$ cat config.mk
export PLATFORM = sky130hd
export DESIGN_NAME = mips_prog_loader
export DESIGN_NICKNAME = d
export VERILOG_FILES = /design/src/rtl/mips_prog_loader_pkg.sv /design/src/rtl/mips_word_assembler.sv /design/src/rtl/mips_prog_loader.sv
export SDC_FILE = /design/constraint.sdc
export NUM_CORES = 1
export LEC_CHECK = 0
export ABC_AREA = 1
export BUFFER_PORTS_ARGS = -buffer_cell sky130_fd_sc_hd__buf_2
export CELL_PAD_IN_SITES_DETAIL_PLACEMENT = 0
export CELL_PAD_IN_SITES_GLOBAL_PLACEMENT = 1
export CORE_AREA = 2 2 88 154
export CTS_CLUSTER_SIZE = 30
export DETAILED_ROUTE_END_ITERATION = 16
export DIE_AREA = 0 0 90 156
export GPL_TIMING_DRIVEN = 0
export PLACE_DENSITY_LB_ADDON = 0.1
export RECOVER_POWER = 100
export SETUP_SLACK_MARGIN = 0.02
export SLEW_MARGIN = 25
export SYNTH_ARGS = -nofsm -noshare
export SYNTH_HDL_FRONTEND = slang
export SYNTH_SLANG_ARGS = --single-unit
$ cat constraint.sdc
create_clock -name clk1 -period 1.55 [get_ports clk1]
set_input_delay 0.0775 -clock clk1 [delete_from_list [all_inputs] [get_ports clk1]]
set_output_delay 0.0775 -clock clk1 [all_outputs]
set_load 0.05 [all_outputs]
$ cat src/rtl/mips_prog_loader_pkg.sv
// rtl/mips_prog_loader_pkg.sv - shared constants and FSM encoding for the MIPS program loader
package mips_prog_loader_pkg;

    localparam int WORD_W        = 32;
    localparam int ADDR_W        = 10;
    localparam int DEF_MEM_WORDS = 1024;
    localparam logic [5:0] HALT_OP = 6'h3f;

`ifdef MIPS_LOADER_CSUM_EN
    typedef enum logic [2:0] {
        IDLE   = 3'd0,
        LEN_HI = 3'd1,
        LEN_LO = 3'd2,
        DATA   = 3'd3,
        CSUM   = 3'd4,
        DONE   = 3'd5
    } state_t;
`else
    typedef enum logic [2:0] {
        IDLE   = 3'd0,
        LEN_HI = 3'd1,
        LEN_LO = 3'd2,
        DATA   = 3'd3,
        DONE   = 3'd5
    } state_t;
`endif

endpackage

$ cat src/rtl/mips_word_assembler.sv
// rtl/mips_word_assembler.sv - big-endian byte-to-word shifter with word-complete flag
module mips_word_assembler
    import mips_prog_loader_pkg::*;
(
    input  logic              clk,
    input  logic              rst_n,
    input  logic              clr,
    input  logic              byte_en,
    input  logic [7:0]        byte_data,
    output logic [WORD_W-1:0] word,
    output logic              word_full
);

    logic [23:0] shift;
    logic [1:0]  byte_idx;

    // The 4th byte is merged combinationally so the word is ready on its accepting edge.
    assign word      = {shift, byte_data};
    assign word_full = byte_en && (byte_idx == 2'd3);

    always_ff @(posedge clk or negedge rst_n) begin
        if (!rst_n) begin
            shift    <= '0;
            byte_idx <= '0;
        end else if (clr) begin
            shift    <= '0;
            byte_idx <= '0;
        end else if (byte_en) begin
            shift    <= {shift[15:0], byte_data};
            byte_idx <= byte_idx + 2'd1;
        end
    end

endmodule

$ cat src/rtl/mips_prog_loader.sv
// rtl/mips_prog_loader.sv - byte-stream instruction-memory loader; optional checksum via MIPS_LOADER_CSUM_EN
module mips_prog_loader
    import mips_prog_loader_pkg::*;
#(
    parameter int BASE_ADDR = 0,
    parameter int MEM_WORDS = DEF_MEM_WORDS
) (
    input  logic              clk1,
    input  logic              rst_n,
    input  logic              start,
    input  logic              in_valid,
    input  logic [7:0]        in_data,
    output logic              in_ready,
    output logic              mem_we,
    output logic [ADDR_W-1:0] mem_addr,
    output logic [WORD_W-1:0] mem_wdata,
    output logic              busy,
    output logic              cpu_go,
    output logic              err
);

    localparam logic [ADDR_W-1:0] BASE  = ADDR_W'(BASE_ADDR);
    localparam logic [31:0]       LIMIT = 32'(MEM_WORDS - BASE_ADDR);

    state_t            state, state_next;
    logic [15:0]       len, word_cnt, len_next;
    logic              accept, len_bad, last_done, set_err, byte_en, word_full;
    logic [WORD_W-1:0] word;
`ifdef MIPS_LOADER_CSUM_EN
    logic [7:0]        csum;
`endif

    assign accept    = in_valid && in_ready;
    assign len_next  = {len[15:8], in_data};
    assign len_bad   = (len_next == 16'd0) || ({16'd0, len_next} > LIMIT);
    assign last_done = mem_we && (word_cnt == len);
    assign byte_en   = accept && (state == DATA);

    mips_word_assembler u_asm (
        .clk       (clk1),
        .rst_n     (rst_n),
        .clr       (state == IDLE),
        .byte_en   (byte_en),
        .byte_data (in_data),
        .word      (word),
        .word_full (word_full)
    );

    always_ff @(posedge clk1 or negedge rst_n) begin
        if (!rst_n) state <= IDLE;
        else        state <= state_next;
    end

    always_comb begin
        state_next = state;
        in_ready   = 1'b0;
        busy       = 1'b1;
        cpu_go     = 1'b0;
        set_err    = 1'b0;
        case (state)
            IDLE: begin
                busy = 1'b0;
                if (start) state_next = LEN_HI;
            end
            LEN_HI: begin
                in_ready = 1'b1;
                if (accept) state_next = LEN_LO;
            end
            LEN_LO: begin
                in_ready = 1'b1;
                if (accept) begin
                    if (len_bad) begin
                        set_err    = 1'b1;
                        state_next = IDLE;
                    end else begin
                        state_next = DATA;
                    end
                end
            end
            DATA: begin
                // Stop taking bytes once the final word is captured, so a trailing byte is left for CSUM.
                in_ready = (word_cnt != len);
`ifdef MIPS_LOADER_CSUM_EN
                if (last_done) state_next = CSUM;
`else
                if (last_done) state_next = DONE;
`endif
            end
`ifdef MIPS_LOADER_CSUM_EN
            CSUM: begin
                in_ready = 1'b1;
                if (accept) begin
                    if (in_data == csum) begin
                        state_next = DONE;
                    end else begin
                        set_err    = 1'b1;
                        state_next = IDLE;
                    end
                end
            end
`endif
            DONE: begin
                cpu_go     = 1'b1;
                state_next = IDLE;
            end
            default: state_next = IDLE;
        endcase
    end

    always_ff @(posedge clk1 or negedge rst_n) begin
        if (!rst_n) begin
            len       <= '0;
            word_cnt  <= '0;
            mem_we    <= 1'b0;
            mem_addr  <= '0;
            mem_wdata <= '0;
            err       <= 1'b0;
        end else begin
            mem_we <= word_full;
            if (state == IDLE && start) err <= 1'b0;
            else if (set_err)           err <= 1'b1;
            if (state == IDLE) word_cnt <= '0;
            if (state == LEN_HI && accept) len[15:8] <= in_data;
            if (state == LEN_LO && accept) len[7:0]  <= in_data;
            if (word_full) begin
                mem_wdata <= word;
                mem_addr  <= BASE + word_cnt[ADDR_W-1:0];
                word_cnt  <= word_cnt + 16'd1;
            end
        end
    end

`ifdef MIPS_LOADER_CSUM_EN
    always_ff @(posedge clk1 or negedge rst_n) begin
        if (!rst_n)             csum <= '0;
        else if (state == IDLE) csum <= '0;
        else if (byte_en)       csum <= csum ^ in_data;
    end
`endif

endmodule

== Word level (Yosys, flattened, before mapping) ==
Index checks and enable logic that the tools add are counted.

* Multiplexer cells: 20
* Add/subtract/negate cells: 2
* Reduce and logical (&&, ||, !) cells: 15
* Magnitude comparators: 1
* Eq/ne operators: 11

{| class="wikitable"
|+ Operators by type and width
! operator !! number
|-
| $mux 24 || 2
|-
| $mux 16 || 2
|-
| $add 16x1->16 const B || 1
|-
| $eq 16x16->1 || 1
|-
| $gt 16x11->1 const B || 1
|-
| $logic_not 16->1 || 1
|-
| $ne 16x16->1 || 1
|-
| $mux 3 || 4
|-
| $pmux 3 s4 || 1
|-
| $ne 2x2->1 const B || 4
|-
| $logic_and 1x1->1 || 7
|-
| $mux 1 || 7
|-
| $eq 3x2->1 const B || 2
|-
| $mux 2 || 3
|-
| $reduce_bool 2->1 || 3
|-
| $reduce_and 4->1 || 1
|-
| $eq 3x1->1 const B || 1
|-
| $eq 3x3->1 const B || 1
|-
| $logic_not 3->1 || 1
|-
| $add 2x1->2 const B || 1
|-
| $eq 2x2->1 const B || 1
|-
| $pmux 1 s2 || 1
|-
| $reduce_or 2->1 || 1
|-
| $logic_or 1x1->1 || 1
|}

* Word-level logic and storage cells: 59
* Output and inout bits: 47
* Flip-flop bits (word level): 105
* Bits of input ports: 12

== Longest topological paths before layout ==
Gate-level depths: netlist of run 1.

* Depth after elaboration: 8
* Mapped depth: 16
* Mapped depth without buffers: 14

== Modules after synthesis ==
A second synthesis of run 1 with hierarchy kept.

* Cells, all modules: 609
* Area, all modules: 5012.3 um^2

{| class="wikitable"
|+ Modules (own cells, without submodules)
! module !! area each (um^2) !! times used !! cells an instance
|-
| mips_prog_loader || 3747.3 || 1 || 484
|-
| mips_word_assembler || 1265.0 || 1 || 125
|}

== Least setup slack after synthesis of run 1 ==
OpenSTA, ideal clock, no wires.

* Path type: register -> register
* Start point: register word_cnt[9]
* End point: register u_asm.shift[0]
* Path buffers: 2
* Period minus slack after synthesis: 1726 ps
* Path slack: -176 ps
* Data required time: 1430 ps
* Arrival time: 1606 ps
* Setup time: 120 ps
* Cell stages (with the launch flop): 15
* Cells stage by stage: dfrtp_1 > inv_1 > nand2_1 > nand2_1 > nor2_1 > nand2_1 > nor2_1 > nand2_1 > nand2_2 > nand2_4 > nand3_2 > buf_6 > buf_4 > o21ai_0 > inv_1

* Word-level cells in the longest chain between the ends: 5

{| class="wikitable"
|+ RTL lines
! what !! RTL line !! text
|-
| start: declaration || mips_prog_loader.sv:26 || <nowiki>logic [15:0] len, word_cnt, len_next;</nowiki>
|-
| start signal: assignment || mips_prog_loader.sv:128 || <nowiki>word_cnt <= word_cnt + 16'd1;</nowiki>
|-
| $ne 16x16->1 || mips_prog_loader.sv:82 || <nowiki>in_ready = (word_cnt != len);</nowiki>
|-
| $pmux 1 s2 || mips_prog_loader.sv:60 || <nowiki>case (state)</nowiki>
|-
| net in_ready || mips_prog_loader.sv:13 || <nowiki>output logic in_ready,</nowiki>
|-
| $logic_and 1x1->1 || mips_prog_loader.sv:33 || <nowiki>assign accept = in_valid && in_ready;</nowiki>
|-
| $logic_and 1x1->1 || mips_prog_loader.sv:37 || <nowiki>assign byte_en = accept && (state == DATA);</nowiki>
|-
| $reduce_bool 2->1 (no source line) || -- ||
|-
| end signal: assignment || mips_word_assembler.sv:29 || <nowiki>shift <= {shift[15:0], byte_data};</nowiki>
|-
| end: declaration || mips_word_assembler.sv:14 || <nowiki>logic [23:0] shift;</nowiki>
|}

The timed path passes the listed nets, and every way through them passes these cells.
A chain may end at the register's enable or synchronous reset.

== Worst setup path in the final report of run 1 ==
* Start point: register word_cnt[1]
* End point: register word_cnt[3]

* Word-level cells in the longest chain between the ends: 6
* Elaborated cells on any way between the ends: 8
* Classes of those cells: 1 x add/sub; 1 x eq/ne; 2 x mux; 4 x reduce/logical

{| class="wikitable"
|+ RTL lines
! what
|-
| parallel branches: the longest is 6 deep, another holds $add 16x1->16
|}

Several ways; the timed one is not identified.

==> results.yml, run 1 <==
status:
  outcome: "finished with violations"
  violations: "negative setup slack"
floorplanning:
  io_pins: 59
  coreArea_mm2: 0.0128
  num_rows: 55
  die_y_um: 156
  die_w_um: 90
  start_util_pct: 38.4
  die_area_mm2: 0.0140
critical_path:
  crit_arrival_ns: 2.15
  reg2reg_depth: 14
  crit_path_frequent_cell: "nand2_2"
  critPathTopFamily: "simple AND/OR/NAND/NOR gates"
  crit_type: "reg -> reg"
  crit_slowest_cell: "dfrtp_1"
  cp_max_fo: 7
  max_stage_delay_ns: 0.42
  crit_required_ns: 1.84
  crit_chain: "inv_2 > nand2_1 > nand2_1 > nor2_2 > nand2_2 > nor2_4 > nand2_2 > nand2_4 > nand2_8 > nand4_4 > buf_12 > buf_8 > nand3_2 > nand2_2"
  crit_path_end_kind: "flop"
  critical_path_buf_inv_count: 3
  path_depth: 14
  cp-start-kind: "flop"
global_route:
  grt_max_degree: 56
  track_usage_pct: 21.2
  overflow: 0
  grt_pass1_wl_um: 23100
  grt_pass1_vias: 4527
  grt_antenna_before_repair: 0
clock_network:
  clk_pin_slew_ns: 0.08
  clock_latency_ns: 0.35
  htreeDepth: 3
  cts_tree: "yes"
  numCtsBuffers: 9
  clock-sinks: 105
  clockBufferDepth: 2
  cts_root_buf: "clkbuf_16"
yosys:
  yosys_register_bits: 105
  seq_area_frac_synth_pct: 53.4
  syn_inst: 616
  syn-cell-area_mm2: 0.00492
  ys_warn_count: 0
  synth_fp_nets: 630
  synth_cell_type_count: 25
  avgSynthCellArea_um2: 7.98
sta:
  rsz0062_at_grt: "true"
  max-slew-margin-rel_pct: 47.6
  tightest_slew_ns: 0.786
  maxSlewViolCount: 0
  setup_viol: 100
  hold_viol_final: 0
  period_needed_ns: 1.86
  fmax_mhz: 538
  setup_ws_ns: -0.309
  clock_skew_ns: 0.0140
  final.period_utilization_pct: 120
detailed_routing:
  final_antenna_net_count: 0
  routedWlPerCell_um: 16.2
  wirelength_um: 14900
  drc: 0
  drtPass1Iterations: 4
  via_per_inst: 4.80
  drt-initial-drc-count: 156
  vias: 4424
pwr:
  powerDensity_mw_per_mm2: 1260
  ir_worst_vdd_mv: 0.800
  leakagePower_nw: 3.42
placed_design:
  dp_cells: 846
  gp_congestion: 0.833
  dp_slack_ns: -0.719
  dp_hpwl_um: 10100
  numPortBuffers: 58
cells_and_area:
  layout-drive-gt1-share_pct: 32.9
  diodes: 0
  instances_no_fill: 921
  layout.nets: 759
  areaGrowthSynthToFinish_pct: 40.3
min_path:
  hold_path_depth: 3
  hold_class: "in -> reg"
flow_run:
  maxCapViolCount: 0
==> worst paths after layout <==
check,start,endpoint,slack (ns)
setup / recovery,word_cnt[1],word_cnt[3],-0.31
hold / removal,in_data[4],len[4],0.01
setup reg to reg,word_cnt[1],word_cnt[3],-0.31
hold reg to reg,mem_wdata[24],mem_wdata[24],0.49
max in group asynchronous,rst_n,state[2],0.24
min in group asynchronous,rst_n,word_cnt[12],0.35
==> flip-flops by register name, summed over array words and instances (netlist names) <==
| signal | flops |
|---|---|
| u_asm.shift | 24 |
| len | 16 |
| mem_addr | 10 |
| word_cnt | 16 |
| state | 3 |
| mem_we | 1 |
| mem_wdata | 32 |
| err | 1 |
| u_asm.byte_idx | 2 |
==> cell usage in the layout (no fill, tap or decap), types with 2 or more instances in the layout <==
master	instances
dfrtp_2	12
dfrtp_1	93
clkinv_4	2
o21ai_1	38
inv_2	18
clkbuf_1	44
buf_12	2
nand4_1	6
clkbuf_16	13
nor3_1	5
nand3_4	2
o21ai_0	22
a21oi_1	3
nand2_1	169
o21ai_2	21
inv_4	2
buf_8	12
nand3_2	14
clkbuf_2	4
nor2_4	3
buf_4	38
nand3_1	14
nand2_4	11
inv_1	69
ha_1	2
clkbuf_4	2
nor2_2	6
buf_2	13
nand2_2	44
xor2_1	10
dlygate4sd3_1	5
nor2_1	20
buf_16	4
buf_6	12
inv_8	3
==> power breakdown <==
| group | internal, mW | switching (mW) | leakage [nW] | total [mW] |
|---|---|---|---|---|
| Sequential | 3.08 | 0.292 | 1.42 | 3.37 |
| Combinational | 0.996 | 1.92 | 1.84 | 2.91 |
| Clock | 1.30 | 1.12 | 0.157 | 2.42 |
| Total | 5.38 | 3.33 | 3.42 | 8.70 |
==> cell usage after synthesis <==
cell	number	area share, %
nand4_1	6	0.76
nand2_4	1	0.23
nand3b_1	1	0.15
o21ai_1	10	1.0
nor3_1	6	0.61
nand3_2	1	0.20
inv_4	1	0.13
buf_6	9	2.1
nor4_1	2	0.25
nand4_4	1	0.43
ha_1	2	0.51
xor2_1	10	1.8
inv_2	11	0.84
nand2_1	218	17
nand2_2	6	0.76
inv_1	79	6.0
dfrtp_1	105	53
clkbuf_1	8	0.61
a21oi_1	3	0.31
o22ai_1	1	0.13
buf_4	2	0.31
nand3_1	29	3.0
nor2_1	29	2.2
buf_2	4	0.41
o21ai_0	71	7.2
==> through the flow <==
step / instance area, um^2 / hold slack (ns) / power [mW] / util, % / TNS (ns)
finish: 6900 / 0.0113 / 8.70 / 53.9 / -24.89
global route: 6900 / 0.0213 / 9.21 / 53.9 / -38.06
CTS: 6530 / 0.00771 / 8.44 / 51.0 / -22.79
detailed placement: 5500 / 0.0750 / 5.65 / 42.9 / -50.58
global placement: 5460 / 0.296 / 5.62 / 42.7 / -133.87
floorplan: 4960 / -0.218 / 4.98 / - / -9.30
==> kinds of logic after synthesis <==
| logic type | Yosys count | share of synthesized area [%] |
|---|---|---|
| DFF | 105 | 53.4 |
| buffers and inverters | 114 | 10.4 |
| AOI/OAI and AO/OA | 85 | 8.68 |
| and+or+nand+nor | 300 | 25.2 |
| xor gates and xnor gates | 10 | 1.78 |
| adders and majority gates | 2 | 0.509 |
==> worst reg2reg max path, stage by stage (launching register included) <==
cell and delay, ns:
dfrtp_1 0.42, inv_2 0.05, nand2_1 0.06, nand2_1 0.06
nor2_2 0.12, nand2_2 0.08, nor2_4 0.12, nand2_2 0.08
nand2_4 0.10, nand2_8 0.07, nand4_4 0.14, buf_12 0.19
buf_8 0.14, nand3_2 0.07, nand2_2 0.10
==> layout make-up <==
type / count / area [um^2]
plain buffers: 23 / 280
clock buffers: 9 / 225
clock inverters: 7 / 95.1
fillers: 1264 / 5900
inverters: 91 / 358
multi-input cells: 397 / 2180
flip-flops and latches: 105 / 2640
well taps: 171 / 214
repair buffers: 118 / 900
==> repair_timing <==
action | CTS | global route
setup buffers | 38 | 7
pin swaps | 28 | 18
gates cloned | 5 | 4
gates resized for setup | 107 | 112
setup endpoints to repair | 106 | 106
hold endpoints to repair | 54 | 0
hold buffers | 5 | 0
==> metal layers <==
metal | global-route usage, % | wire length (um) | share of wire (%)
met3 | 2.66 | 437 | 2.9
met4 | 10.3 | 474 | 3.2
met5 | 0 | 0 | 0
met2 | 40.3 | 8370 | 56
met1 | 23.0 | 5610 | 38
(Power assumes the default switching activity.)
==> run 2, diff against run 1 <==
ABC_AREA = not set   (was 1)
CORE_AREA = 2 2 84 146   (was 2 2 88 154)
DIE_AREA = 0 0 86 148   (was 0 0 90 156)
REMOVE_ABC_BUFFERS = 1   (was not set)
==> results.yml, run 2 <==
status:
  outcome: "finished with violations"
  violations: "negative setup slack"
yosys:
  yosys_register_bits: 105
  synthTopCellsByCount: "dfrtp_1, mux2_2, nand2_1"
  synth_cell_type_count: 37
  syn_inst: 404
  avgSynthCellArea_um2: 11.5
  ys_warn_count: 0
  synthTopCellsByArea: "dfrtp_1, mux2_2, o21ai_0"
  synth_edf_count: 0
  yosys.area.top_type: "dfrtp_1"
  synth_ff_type: "dfrtp_1"
  synth.most_common_cell: "dfrtp_1"
  synth_top_area_share_pct: 56.4
  syn-cell-area_mm2: 0.00466
  seq_area_frac_synth_pct: 56.4
  synth_async_sr_flop_share_pct: 100
sta:
  period_needed_ns: 2.17
  finalSetupTns_ns: -45.99
  setup_viol: 99
  rsz0062_at_grt: "true"
  tightest_slew_ns: 0.720
  clock_skew_ns: 0.0113
  whs_ns: 0.0313
  max-slew-margin-rel_pct: 52.0
  hold_viol_final: 0
  maxSlewViolCount: 0
  fmax_mhz: 461
  setup_ws_ns: -0.618
  final.period_utilization_pct: 140
cells_and_area:
  largest-register: "mem_wdata"
  largest_reg_flops: 32
  final_common_cell: "dfrtp_1"
  n_fill_cell: 995
  diodes: 0
  multi_input_area_mm2: 0.00238
  seq_area_mm2: 0.00265
  instances_no_fill: 671
  areaGrowthSynthToFinish_pct: 45.0
  layout.nets: 545
  layout-drive-gt1-share_pct: 49.4
  top_regs: "mem_wdata x32, u_asm.shift x24"
  most-common-layout-cells: "dfrtp_1, mux2_2, clkbuf_1, buf_4, nand2_1"
critical_path:
  crit_required_ns: 1.77
  reg2reg_from: "word_cnt[14]"
  crit_path_end_kind: "flop"
  crit_type: "reg -> reg"
  cp_max_fo: 7
  cp-start-kind: "flop"
  reg2reg_depth: 8
  cp-startpoint: "word_cnt[14]"
  r2r-end: "word_cnt[6]"
  ff2ff_setup_slack_ns: -0.62
  crit_arrival_ns: 2.39
clock_network:
  clockBufferDepth: 2
  clock-sinks: 105
  htreeDepth: 3
  clk_pin_slew_ns: 0.07
  cts_tree: "yes"
  cts_root_buf: "clkbuf_16"
  numCtsBuffers: 9
  clock_latency_ns: 0.35
pwr:
  leakagePower_nw: 2.99
  switching_power_mw: 3.04
  pwr-share-comb_pct: 32.4
  finalPower_mw: 9.03
  sw_frac_of_total_pct: 33.7
  internal-power_mw: 5.99
  ir_worst_vdd_mv: 0.782
  p_clk_share_pct: 27.7
  powerDensity_mw_per_mm2: 1340
  seq_power_share_pct: 39.9
placed_design:
  dp_hpwl_um: 7190
  dp_cells: 577
  dp_slack_ns: -1.63
  gp_congestion: 0.772
  numPortBuffers: 58
floorplanning:
  start_util_pct: 40.4
  die_area_mm2: 0.0127
  coreArea_mm2: 0.0115
  num_rows: 52
  io_pins: 59
  die_w_um: 86
  die_y_um: 148
detailed_routing:
  drc: 0
  via_per_inst: 5.50
  drt-initial-drc-count: 202
  final_antenna_net_count: 0
  wirelength_um: 13300
  vias: 3689
  drtPass1Iterations: 4
  routedWlPerCell_um: 19.9
global_route:
  grt_antenna_before_repair: 0
  overflow: 0
  track_usage_pct: 20.3
  grt_max_degree: 56
  grt_pass1_vias: 3667
  grt_pass1_wl_um: 19800
min_path:
  holdPathEnd: "u_asm.shift[1]"
  min_from: "in_data[1]"
  hold_path_depth: 3
  hold_class: "in -> reg"
flow_run:
  maxCapViolCount: 0
==> run 2: per-layer routing <==
layer | global-route usage [%] | vias to the layer above | routed length [um]
met5 | 0 | - | 0
met4 | 6.59 | 0 | 378
met3 | 3.52 | 22 | 403
met2 | 36.1 | 70 | 7230
met1 | 24.4 | 1881 | 5310
li1 | - | 1716 | -
==> run 2: worst max-delay path by stage <==
stage / slack (ns) / endpoint
detailed placement: -1.63 / mem_wdata[5]
CTS: -0.52 / in_ready
floorplan: -3.12 / mem_addr[0]
global placement: -5.48 / mem_wdata[30]
finish: -0.62 / word_cnt[6]
global route: -0.68 / in_ready
==> run 2: worst max-delay path, cell delays in order, from the launching register on <==
cell	delay, ns
dfrtp_2	0.44
xor2_2	0.21
nor4_2	0.32
buf_4	0.17
and4_4	0.25
nor2_4	0.06
buf_6	0.14
buf_12	0.14
a221o_1	0.31
==> run 2: layout make-up <==
class / instances / area share (%)
flip-flops and latches: 105 / 39.2
multi-input cells: 274 / 35.3
repair buffers: 138 / 17.9
clock buffers: 10 / 3.54
well taps: 135 / 2.50
clock inverters: 6 / 1.32
inverters: 2 / 0.167
repair inverters: 1 / 0.111
==> run 2: logic make-up after synthesis <==
kind of cell             share of synthesized area (%)
flip-flops                                        56.4
buffers and inverters                             2.53
XOR/XNOR                                          3.39
AND/OR/NAND/NOR                                   13.1
adder cells (fa/ha/maj)                          0.537
multiplexers                                      14.9
AO/OA/AOI/OAI                                     9.16
==> run 2: repair_timing <==
item	4_1_cts	5_1_grt
hold endpoints to repair	52	0
pin swaps	41	19
resized for setup	110	64
cloned	5	8
hold buffers	2	0
endpoints found under the setup margin	107	99
buffers inserted	41	25
==> run 2: power by group through the flow <==
stage | Combinational, mW | Clock, mW | Sequential (mW)
after detailed placement | 1.72 | 0 | 3.59
final | 2.93 | 2.50 | 3.60
after CTS | 2.56 | 2.53 | 3.58
after floorplan | 1.01 | 0 | 3.66
after global routing | 3.13 | 2.67 | 3.66
after global placement | 1.64 | 0 | 3.57
==> run 2: per-stage QoR <==
| stage | instance area (um^2) | utilization (%) |
|---|---|---|
| 2_1_floorplan | 4550 | - |
| 3_3_place_gp | 5010 | 43.5 |
| 3_5_place_dp | 5160 | 44.8 |
| 4_1_cts | 6230 | 54.1 |
| 5_1_grt | 6750 | 58.6 |
| 6_report | 6750 | 58.6 |
